<file path="config.mk">
export PLATFORM = sky130hd
export DESIGN_NAME = bcd_down_cnt
export DESIGN_NICKNAME = d
export VERILOG_FILES = /design/src/rtl/bcd_down_cnt.sv
export SDC_FILE = /design/constraint.sdc
export NUM_CORES = 1
export LEC_CHECK = 0
export ABC_AREA = 1
export CAP_MARGIN = 20
export CORE_MARGIN = 4
export CORE_UTILIZATION = 35
export DETAILED_ROUTE_END_ITERATION = 8
export GPL_TIMING_DRIVEN = 0
export HOLD_SLACK_MARGIN = 0.1
export PLACE_DENSITY = 0.77
export SLEW_MARGIN = 20
export SYNTH_ARGS = -nofsm -noshare
export SYNTH_HDL_FRONTEND = slang
export SYNTH_SLANG_ARGS = --single-unit
</file>
<file path="constraint.sdc">
create_clock -name CK -period 2.3 [get_ports CK]
set_clock_uncertainty 0.2 [all_clocks]
set_input_delay 0.46 -clock CK [delete_from_list [all_inputs] [get_ports CK]]
set_output_delay 0.46 -clock CK [all_outputs]
set_load 0.005 [all_outputs]
</file>
<file path="src/rtl/bcd_down_cnt.sv">
// -----------------------------------------------------------------------------
// bcd_down_cnt
//
// Synchronous multi-digit BCD down counter with parallel preset, zero flag
// and borrow-out for cascading. Count range is 0 .. 10^DIGITS-1.
//
// Parameters:
//   DIGITS  number of BCD digits (1..4)
//
// Ports:
//   CK      clock, all state updates on the rising edge
//   nClear  synchronous active-low clear (highest priority)
//   EN      count enable, decrement by one per enabled edge
//   LOAD    parallel load strobe (wins over EN)
//   D       BCD preset, digit i in D[4i+3:4i], digit 0 least significant
//   Q       current BCD count (registered)
//   ZERO    Q is all-zero digits (combinational from Q)
//   BO      borrow out = EN & ZERO & ~LOAD, feeds EN of the next instance
//   ERR     last load contained a nibble 10..15 (coerced to 9)
//
// Build option:
//   BCD_DOWN_SATURATE_EN  when defined, the count holds at zero instead of
//                         wrapping to 9...9, and BO is tied low.
// -----------------------------------------------------------------------------
module bcd_down_cnt #(
  parameter int DIGITS = 2
) (
  input  logic                CK,
  input  logic                nClear,
  input  logic                EN,
  input  logic                LOAD,
  input  logic [4*DIGITS-1:0] D,
  output logic [4*DIGITS-1:0] Q,
  output logic                ZERO,
  output logic                BO,
  output logic                ERR
);

  localparam int W = 4 * DIGITS;

  logic [W-1:0]      q_reg;
  logic [W-1:0]      q_next;
  logic              err_reg;
  logic              err_next;
  logic [W-1:0]      load_val;
  logic [W-1:0]      dec_val;
  logic [DIGITS-1:0] coerced;
  logic              zero_flag;
  logic              dec_en;

  assign zero_flag = (q_reg == '0);

`ifdef BCD_DOWN_SATURATE_EN
  // Stop at zero: suppress the decrement so the count does not wrap.
  assign dec_en = EN & ~zero_flag;
  assign BO     = 1'b0;
`else
  assign dec_en = EN;
  assign BO     = EN & zero_flag & ~LOAD;
`endif

  genvar gi;
  generate
    for (gi = 0; gi < DIGITS; gi++) begin : g_digit
      logic [3:0] d_nib;
      logic [3:0] q_nib;
      logic       borrow_in;

      assign d_nib = D[4*gi +: 4];
      assign q_nib = q_reg[4*gi +: 4];

      // Non-BCD preset nibbles are clamped to 9 so Q never leaves 0..9.
      assign coerced[gi]           = (d_nib > 4'd9);
      assign load_val[4*gi +: 4]   = coerced[gi] ? 4'd9 : d_nib;

      // A digit sees a borrow exactly when the decrement is enabled and every
      // lower digit is zero; computing it directly avoids a rippling chain.
      if (gi == 0) begin : g_lsd
        assign borrow_in = dec_en;
      end else begin : g_upper
        assign borrow_in = dec_en & (q_reg[4*gi-1:0] == '0);
      end

      assign dec_val[4*gi +: 4] = !borrow_in        ? q_nib :
                                  (q_nib == 4'd0)   ? 4'd9  :
                                                      q_nib - 4'd1;
    end
  endgenerate

  always_comb begin
    q_next   = q_reg;
    err_next = err_reg;
    if (LOAD) begin
      q_next   = load_val;
      err_next = |coerced;
    end else if (EN) begin
      q_next = dec_val;
    end
  end

  always_ff @(posedge CK) begin
    if (!nClear) begin
      q_reg   <= '0;
      err_reg <= 1'b0;
    end else begin
      q_reg   <= q_next;
      err_reg <= err_next;
    end
  end

  assign Q    = q_reg;
  assign ZERO = zero_flag;
  assign ERR  = err_reg;

endmodule

</file>
==> reports/results.md <==
| Item | This run |
| --- | --- |
| Result of the run | completed |
| Post-DP HPWL | 1210 µm |
| DR vias/cell | 4.98 |
| CP Data Required Time | 1.64 ns |
| Number of hold-slack violations in the final timing report | 0 |
| Total track usage | 12.4% |
| Area after DPL | 821 µm² |
| Synthesized net count | 104 |
| Family of cells with the greatest summed delay on the critical path | buffers and inverters |
| Met3 Track Usage GR | 3.37% |
| Buffers on Ports | 22 |
| Share of the synthesized area in the top cell type | 31.0% |
| Ratio of cells with drive above 1 in the final layout | 15.3% |
| Largest cells by area after synthesis | dfxtp_1 31%, nand2_1 18%, nand3_1 9.5% |
| Critical path cell sequence | clkdlybuf4s50_1 -> inv_1 -> nor4_2 -> dlygate4sd2_1 |
| Wirelength per Cell | 11.2 µm |
| Tmin final | 2.23 ns |
| Remaining antenna violation count after routing | 0 |
| Combinational share of power | 35.3% |
| Setup violation total in the final timing report | 0 |
| Number of instances in the synthesized netlist | 92 |
| Synthesis-stage register bit count | 9 |
| Leakage Power | 0.390 nW |
| Global routing met2 resource utilization | 19.8% |
| Cell Rows | 14 |
| Nets | 131 |
| Share of the cycle needed by the critical path after routing | 97.0% |
| Cell area after technology mapping | 581 µm² |
| Post CTS Setup Buffer Count | 0 |
| Number of warnings printed during yosys synthesis | 0 |
| Multi-input gate area | 374 µm² |
| Largest net degree at the start of global routing | 11 |
| Root buffer cell | clkbuf_4 |
| DR pass1 iterations | 4 |
| Worst reg2reg endpoint | Q[5] |
| Finished Cell Area | 866 µm² |
| Min Hold Slack | 0.313 ns |
| Weighted congestion at the end of routability-driven global placement | 0.833 |
| Endpoint of the most critical setup path | BO |
| Most area-hungry cell type in the Yosys netlist | dfxtp_1 |
| Vias in the first global route | 587 |
| Global-route met1 utilization | 16.0% |
| I/O pins | 23 |
| Achievable Freq | 448 MHz |
| Final total power | 0.479 mW |
| Power per unit of standard cell area | 553 mW/mm² |
| Actual slew at the worst max-slew pin | 0.347 ns |
| Die height | 48.7 µm |
| Antenna diode instance count | 0 |
| Worst setup EP type | output port |
| Worst setup path class | primary input to output port |
| Highest-delay cell along the critical path | clkdlybuf4s50_1 |
| Power spent charging and discharging nets | 0.156 mW |
| Core region area | 0.00154 mm² |
| Final wirelength | 1500 µm |
| # Max-Cap Violations | 0 |
| Clock tree from TritonCTS | yes |
| Crit Path Max Fanout | 3 |
| Headroom to the max-slew limit | 76.6% |
| Launching point of the worst reg2reg path | Q[2] |
| Minimum setup slack among reg-to-reg paths | 0.93 ns |
| Most used routing layer | met2 |
| Width of the chip | 48.7 µm |
| Utilization after layout | 56.2% |
| Proportion of power drawn by flip-flops and latches | 39.6% |
| Die Area | 0.00237 mm² |
| Maximum buffer depth of the clock tree | 2 |
| Internal | 0.323 mW |
| Path type of the worst min-delay path | register to register |
| Worst path buffer plus inverter count | 3 |
| Unique cell type count in the Yosys netlist | 19 |
| Critical Path Start Type | primary input |
| Total overflow reported by the global router | 0 |
| Area growth from synthesis to layout | 49.1% |
| Critical path data arrival time | 1.57 ns |
| Max Transition Viols Final | 0 |
| Post-cts hold buffer count | 0 |
| Drc violations | 0 |
| Largest stage delay, worst path | 0.52 ns |
| Fraction of power spent switching nets | 32.5% |
| First-pass GRT wire length | 2440 µm |
| Critical path launch point | EN |
| Fillers | 160 |
| Number of clock sinks | 9 |
| Total number of vias | 667 |
| FF-to-FF path depth | 5 |
| Stages on worst setup path | 4 |
| Initial core utilization | 37.7% |
| Count of routing violations after the opening detailed-route iteration | 36 |
| Insertion delay of the later-clocked pin in the worst-skew pair | 0.26 ns |
| Part of the total power dissipated in the clock network | 25.1% |
| Total CTS buffers | 3 |
| Sequential cell area in the final layout | 180 µm² |
| Number of antenna violations at the first check in global routing | 0 |
| Peak supply drop | 275 µV |
| Sequential-to-total area share from yosys stat | 31.0% |
| Avg Synthesized Cell Area | 6.31 µm² |
| Maximum level of the CTS H-tree | 1 |
| Clock transition at the registers of the reported paths | 0.06 ns |
==> layout make-up <==
class / instances / area share, %
Multi-Input combinational cell: 73 / 43.2
Timing Repair Buffer: 22 / 25.1
Tap cell: 16 / 2.31
Sequential cell: 9 / 20.8
Buffer: 1 / 1.30
Inverter: 9 / 4.19
Clock buffer: 4 / 3.03
==> sequential cells by signal (all words and copies together), names as in the netlist <==
register and cells:
ERR 1, Q 8
==> layout by cell type, fill, tap and decap left out, types with 2 or more instances in the layout <==
cell,Yosys,layout
nand3_1,11,10
o21ai_0,7,7
dfxtp_1,9,9
inv_1,7,7
nor2_1,9,9
dlygate4sd2_1,0,2
clkdlybuf4s50_1,0,20
nor2_2,5,3
clkbuf_4,0,3
a21oi_1,5,5
nor2_4,1,3
nand2_1,28,28
==> logic make-up after synthesis <==
kind of cell	after synthesis	synth area share, %
xor gates and xnor gates	1	1.51
DFF	9	31.0
and+or+nand+nor	57	44.8
buffers and inverters	10	8.19
AOI/OAI and AO/OA	15	14.4
==> cells in the mapped netlist <==
master    n
inv_4     1
o21ai_2   1
nand3_1  11
nor2_1    9
a31oi_1   1
nand2_2   1
nand2_1  28
nand2_4   1
buf_6     1
o21ai_0   7
xor2_1    1
inv_1     7
a21oi_2   1
inv_2     1
nor2_4    1
dfxtp_1   9
nor2_2    5
nor4_1    1
a21oi_1   5
==> power by group through the flow <==
stage / clock network (mW) / registers [mW] / logic, mW
detailed placement: 0 / 0.191 / 0.164
global placement: 0 / 0.190 / 0.162
floorplan: 0 / 0.190 / 0.0874
finish: 0.120 / 0.189 / 0.169
CTS: 0.124 / 0.187 / 0.164
global route: 0.133 / 0.192 / 0.188
==> per-stage QoR <==
| step | setup slack, ns | setup TNS, ns | instances |
|---|---|---|---|
| floorplan | 0.752 | 0 | 92 |
| global placement | -0.256 | -0.256 | 130 |
| detailed placement | -0.281 | -0.281 | 130 |
| CTS | 0.0306 | 0 | 134 |
| global route | -0.0121 | -0.0121 | 134 |
| finish | 0.0699 | 0 | 134 |
==> tightest hold or removal path, delay by kind of cell, from the launching register on <==
kind	cells	cell delay, ns
flops	1	0.33
simple gates	1	0.09
compound gates	1	0.05
==> per-layer routing <==
metal	up-vias	share of wire, %
met5	-	0
met4	0	1.4
met3	4	4.9
met2	17	48
met1	294	46
li1	352	-
==> what timing repair did <==
item,in CTS,in global routing
gates cloned,0,0
setup endpoints to repair,1,2
resized for setup,2,4
==> how the worst min path moves through the flow <==
stage,from,endpoint,slack [ns],cells after the start
2_1_floorplan,Q[3],Q[3],0.28,2
6_report,Q[1],Q[1],0.31,2
5_1_grt,Q[1],Q[1],0.34,2
3_3_place_gp,Q[3],Q[3],0.28,2
3_5_place_dp,Q[3],Q[3],0.29,2
4_1_cts,Q[3],Q[3],0.30,2
No activity file was read; power rests on OpenSTA's default activity.
